--- src/rtl/vga_timing_gen.sv ---
// VGA raster timing generator: counters, sync/active decode and line/frame strobes on a pixel enable.
// Define VGA_TIMING_FRAME_COUNT_EN to build the 8-bit frame counter; otherwise frame_count reads 0.
module vga_timing_gen #(
  parameter int unsigned H_ACTIVE   = 640,
  parameter int unsigned H_FP       = 16,
  parameter int unsigned H_SYNC     = 96,
  parameter int unsigned H_BP       = 48,
  parameter int unsigned V_ACTIVE   = 480,
  parameter int unsigned V_FP       = 10,
  parameter int unsigned V_SYNC     = 2,
  parameter int unsigned V_BP       = 33,
  parameter bit          H_SYNC_POL = 1'b0,
  parameter bit          V_SYNC_POL = 1'b0,
  parameter int unsigned CNT_W      = 10
) (
  input  logic             clk,
  input  logic             rst_n,
  input  logic             pix_ce,
  output logic             hsync,
  output logic             vsync,
  output logic             active,
  output logic [CNT_W-1:0] col,
  output logic [CNT_W-1:0] row,
  output logic             line_start,
  output logic             frame_start,
  output logic [7:0]       frame_count
);

  localparam int unsigned H_TOTAL    = H_ACTIVE + H_FP + H_SYNC + H_BP;
  localparam int unsigned V_TOTAL    = V_ACTIVE + V_FP + V_SYNC + V_BP;
  localparam int unsigned H_SYNC_BEG = H_ACTIVE + H_FP;
  localparam int unsigned H_SYNC_END = H_SYNC_BEG + H_SYNC - 1;
  localparam int unsigned V_SYNC_BEG = V_ACTIVE + V_FP;
  localparam int unsigned V_SYNC_END = V_SYNC_BEG + V_SYNC - 1;

  localparam logic [CNT_W-1:0] H_LAST  = CNT_W'(H_TOTAL - 1);
  localparam logic [CNT_W-1:0] V_LAST  = CNT_W'(V_TOTAL - 1);
  localparam logic [CNT_W-1:0] H_ACT_C = CNT_W'(H_ACTIVE);
  localparam logic [CNT_W-1:0] V_ACT_C = CNT_W'(V_ACTIVE);
  localparam logic [CNT_W-1:0] H_SB_C  = CNT_W'(H_SYNC_BEG);
  localparam logic [CNT_W-1:0] H_SE_C  = CNT_W'(H_SYNC_END);
  localparam logic [CNT_W-1:0] V_SB_C  = CNT_W'(V_SYNC_BEG);
  localparam logic [CNT_W-1:0] V_SE_C  = CNT_W'(V_SYNC_END);

  // Counter width must cover both totals.
  if ((64'd1 << CNT_W) < 64'(H_TOTAL) || (64'd1 << CNT_W) < 64'(V_TOTAL)) begin : g_cnt_w_check
    $error("vga_timing_gen: CNT_W too small for H_TOTAL/V_TOTAL");
  end

  logic [CNT_W-1:0] col_q, col_d;
  logic [CNT_W-1:0] row_q, row_d;
  logic             hsync_q, hsync_d;
  logic             vsync_q, vsync_d;
  logic             active_q, active_d;
  logic             line_start_q, line_start_d;
  logic             frame_start_q, frame_start_d;

  // Next raster position, then decode from that position so flags line up with col/row.
  always_comb begin
    col_d         = col_q;
    row_d         = row_q;
    line_start_d  = 1'b0;
    frame_start_d = 1'b0;
    if (pix_ce) begin
      if (col_q == H_LAST) begin
        col_d = '0;
        row_d = (row_q == V_LAST) ? '0 : row_q + CNT_W'(1);
      end else begin
        col_d = col_q + CNT_W'(1);
      end
      line_start_d  = (col_d == '0);
      frame_start_d = (col_d == '0) && (row_d == '0);
    end
    hsync_d  = ((col_d >= H_SB_C) && (col_d <= H_SE_C)) ? H_SYNC_POL : ~H_SYNC_POL;
    vsync_d  = ((row_d >= V_SB_C) && (row_d <= V_SE_C)) ? V_SYNC_POL : ~V_SYNC_POL;
    active_d = (col_d < H_ACT_C) && (row_d < V_ACT_C);
  end

  // Reset parks the raster on the last pixel so the first step lands on (0,0).
  always_ff @(posedge clk) begin
    if (!rst_n) begin
      col_q         <= H_LAST;
      row_q         <= V_LAST;
      hsync_q       <= ~H_SYNC_POL;
      vsync_q       <= ~V_SYNC_POL;
      active_q      <= 1'b0;
      line_start_q  <= 1'b0;
      frame_start_q <= 1'b0;
    end else begin
      col_q         <= col_d;
      row_q         <= row_d;
      hsync_q       <= hsync_d;
      vsync_q       <= vsync_d;
      active_q      <= active_d;
      line_start_q  <= line_start_d;
      frame_start_q <= frame_start_d;
    end
  end

`ifdef VGA_TIMING_FRAME_COUNT_EN
  logic [7:0] frame_cnt_q, frame_cnt_d;

  // Counts in the same edge that raises frame_start, so frame 1 reads 1.
  always_comb begin
    frame_cnt_d = frame_cnt_q;
    if (frame_start_d) begin
      frame_cnt_d = frame_cnt_q + 8'd1;
    end
  end

  always_ff @(posedge clk) begin
    if (!rst_n) begin
      frame_cnt_q <= 8'd0;
    end else begin
      frame_cnt_q <= frame_cnt_d;
    end
  end

  assign frame_count = frame_cnt_q;
`else
  assign frame_count = 8'd0;
`endif

  assign col         = col_q;
  assign row         = row_q;
  assign hsync       = hsync_q;
  assign vsync       = vsync_q;
  assign active      = active_q;
  assign line_start  = line_start_q;
  assign frame_start = frame_start_q;

endmodule

--- config.mk ---
export PLATFORM = sky130hd
export DESIGN_NAME = vga_timing_gen
export DESIGN_NICKNAME = d
export VERILOG_FILES = /design/src/rtl/vga_timing_gen.sv
export SDC_FILE = /design/constraint.sdc
export NUM_CORES = 1
export LEC_CHECK = 0
export CORE_ASPECT_RATIO = 0.6
export CORE_MARGIN = 2
export CORE_UTILIZATION = 45
export CTS_BUF_LIST = sky130_fd_sc_hd__clkbuf_4 sky130_fd_sc_hd__clkbuf_8
export DETAILED_ROUTE_END_ITERATION = 16
export GPL_TIMING_DRIVEN = 0
export PLACE_DENSITY = 0.72
export REMOVE_ABC_BUFFERS = 1
export SYNTH_ARGS = -nofsm -noshare
export SYNTH_HDL_FRONTEND = slang
export SYNTH_SLANG_ARGS = --single-unit
--- constraint.sdc ---
create_clock -name clk -period 2.6 [get_ports clk]
set_input_delay 0.52 -clock clk [delete_from_list [all_inputs] [get_ports clk]]
set_output_delay 0.52 -clock clk [all_outputs]
set_load 0.05 [all_outputs]
==> results.toml <==
[critical_path]
critical-path-max-stage-delay_ps = 530
rrSetupSlack_ps = 60
critPathMaxFanout = 10
crit_chain = "or3_1 -> or3_4 -> o21ai_0 -> o211a_1 -> o311ai_0 -> nor4b_2"
crit_slowest_cell = "or3_1"
path_buf_inv = 0
startpoint_type = "register"
crit_end = "frame_start"
crit_cells = 6
cp.arrival_ps = 2710
ff2ff_path_depth = 6
crit_start = "col[5]"
critPathKind = "reg -> reg"
r2r_end = "frame_start"
cp_data_required_time_ps = 2760
critical-path-top-delay-family = "simple AND/OR/NAND/NOR gates"
end_kind = "register"
worstReg2RegStart = "col[5]"

[grt]
grt_pass1_wl_um = 6820
grt_remaining_overflow = 0
grt_use_total = 0.215
antenna_found_initial = 0
grt_max_degree = 15
grt_pass1_vias = 1354

[logic_synthesis]
synthTopCellsByArea = "dfxtp_1, nand2_1, nor2_1, o21ai_0, buf_4"
ys_warn_count = 0
seq_area_frac_synth = 0.304
syn_area_mm2 = 0.00165
synth_fa_ha_area_frac = 0.0228
yosysTopAreaCell = "dfxtp_1"
postSynthCellCount = 222
yosys.area_share.simple = 0.310
synth_top_area_share = 0.304
synth-xor-area-share = 0.0319
ys.flop_type = "dfxtp_1"
synth_compound_area_frac = 0.226
synth-async-reset-ratio = 0
synth_top_family_by_area = "simple AND/OR/NAND/NOR gates"
synth-edff-count = 0
synth_area_per_cell_um2 = 7.42
post_synth_num_cell_types = 48
synth_seq_cells = 25
muxShareOfSynthArea = 0.0190

[die]
start_util = 0.487
dieArea_mm2 = 0.00418
core.rowCount = 16
die_x_um = 82.1
core_area_mm2 = 0.00338
ios = 36
die_y_um = 50.9

[clocking]
insertion_delay_ps = 270
clock-sinks = 25
clockBufferDepth = 2
cts_buffers = 3
cts-root-buf = "clkbuf_8"
h-tree-depth = 1
clk_pin_slew_ps = 90
cts_tree = "yes"

[final_layout]
nFillCells = 322
antenna_cells = 0
nets = 247
instances_no_fill = 285
area_growth_pct = 20.3
finish.utilization = 0.586
fin_area_mm2 = 0.00198
drive_gt1_frac = 0.0625

[timing]
tightest_slew_ps = 652
relSlewSlack = 0.560
rsz0062_at_grt = "true"
clock_skew_ps = 9.19
finalMaxSlewViolations = 0
report.final.hold_viol_count = 0
fin_crit_ps = 2540
post-route-period-util = 0.978
setup_viol = 0
whs_ps = 574
fmax_mhz = 393

[placement]
port_buffers = 27
place_hpwl_um = 3130
post-place-cells = 279
dpl_cell_area_mm2 = 0.00189
routabilityCongestion = 0.944

[detailed_routing]
avgRoutedWirePerCell_um = 14.9
drt-vias-per-instance = 5.97
top_layer_used = "met4"
drtIter0Drc = 191
wl_met3_um = 498
wl_met2_um = 1520
wl_met1_um = 2200
firstDrtPassIters = 5
postRouteAntennaNets = 0
drc = 0
num_vias = 1702
wl_um = 4240

[run]
drv_cap = 0

[min_path]
hold_class = "reg -> reg"

[power_and_ir_drop]
p_per_area_mw_per_mm2 = 624
peakVddDrop_mv = 0.404
p_leak_nw = 0.747

[run_status]
status = "completed"
[repair_timing]
item                       4_1_cts  5_1_grt
pin swaps                        0        1
hold buffers                     0        0
setup endpoints to repair       10        5
gates resized for setup          3        4
setup buffers                    0        2
[power by group]
group	leakage, nW	total (mW)	switching, mW	internal (mW)
sequential	0.204	0.464	0.0512	0.412
clock	0.0255	0.235	0.127	0.107
combinational	0.518	0.539	0.352	0.186
[flip-flops by register name, indices dropped and copies added, names as in the netlist]
| signal | count |
|---|---|
| hsync | 1 |
| row | 10 |
| active | 1 |
| frame_start | 1 |
| vsync | 1 |
| line_start | 1 |
| col | 10 |
[logic make-up (layout without fill, tap and decap cells)]
logic type,Yosys count,in the layout
simple gates,100,100
buf+inv,28,39
fa+ha+maj,3,3
compound gates,56,56
flops,25,25
mux,3,3
other cells,1,8
xor+xnor,6,6
[cell usage after synthesis (2+ instances only)]
cell type	count
a21o_1	2
a21oi_1	11
a311oi_1	5
a31oi_1	6
and2_1	7
and3_1	6
and4_1	2
buf_2	4
buf_4	8
clkbuf_1	9
dfxtp_1	25
ha_1	3
inv_1	5
mux2i_1	2
nand2_1	24
nand2b_1	3
nand3_1	10
nand4_1	6
nor2_1	20
nor3_1	8
nor4_1	2
o211a_1	2
o211ai_1	2
o21ai_0	15
o311ai_0	3
or3_1	5
or4_1	2
xnor2_1	2
xor2_1	4
[per-stage QoR]
step | TNS, ps | power (mW) | setup WS, ps
floorplan | -649 | 0.828 | -234
global placement | -11340 | 0.970 | -1340
detailed placement | -4500 | 0.970 | -704
CTS | 0 | 1.21 | 3.56
global route | -71.7 | 1.31 | -71.7
finish | 0 | 1.24 | 57.6
[final cells by class]
type                       count  area (um2)  share of cell area
inverter                       6        22.5              0.0114
timing repair buffer          29         284               0.143
multi-input combinational    176        1070               0.541
tap                           45        56.3              0.0284
clock buffer                   3        41.3              0.0208
sequential                    25         500               0.252
clock inverter                 1        5.00             0.00252
[worst min-delay path by stage]
stage / start / endpoint / slack (ps) / cells past startpoint
after floorplan: rst_n / col[1] / 580 / 1
after global placement: col[1] / col[1] / 550 / 2
after detailed placement: col[1] / col[1] / 560 / 2
after CTS: col[1] / col[1] / 580 / 2
after global routing: col[0] / col[0] / 620 / 2
final: col[1] / col[1] / 570 / 2
[per-layer routing]
layer  vias up  global-route usage
met5         -                   0
met2        84               0.255
met3         2              0.0848
met1       776               0.355
met4         0              0.0222
li1        840                   -
[cell usage in the layout (no fill, tap or decap), types with 5 or more instances in the layout]
cell type         n
a311oi_1          5
nand4_1           6
nand3_1          10
and2_1            7
nor3_1            6
conb_1            8
a31oi_1           6
nand2_1          24
o21ai_0          15
and3_1            6
nor2_1           20
dfxtp_1          25
clkdlybuf4s50_1  26
inv_1             5
a21oi_1          11
[tightest hold or removal path: stages (launching register included)]
cell     delay (ps)
dfxtp_1         400
mux2i_1          90
nand2_1          60
(Power assumes the default switching activity.)
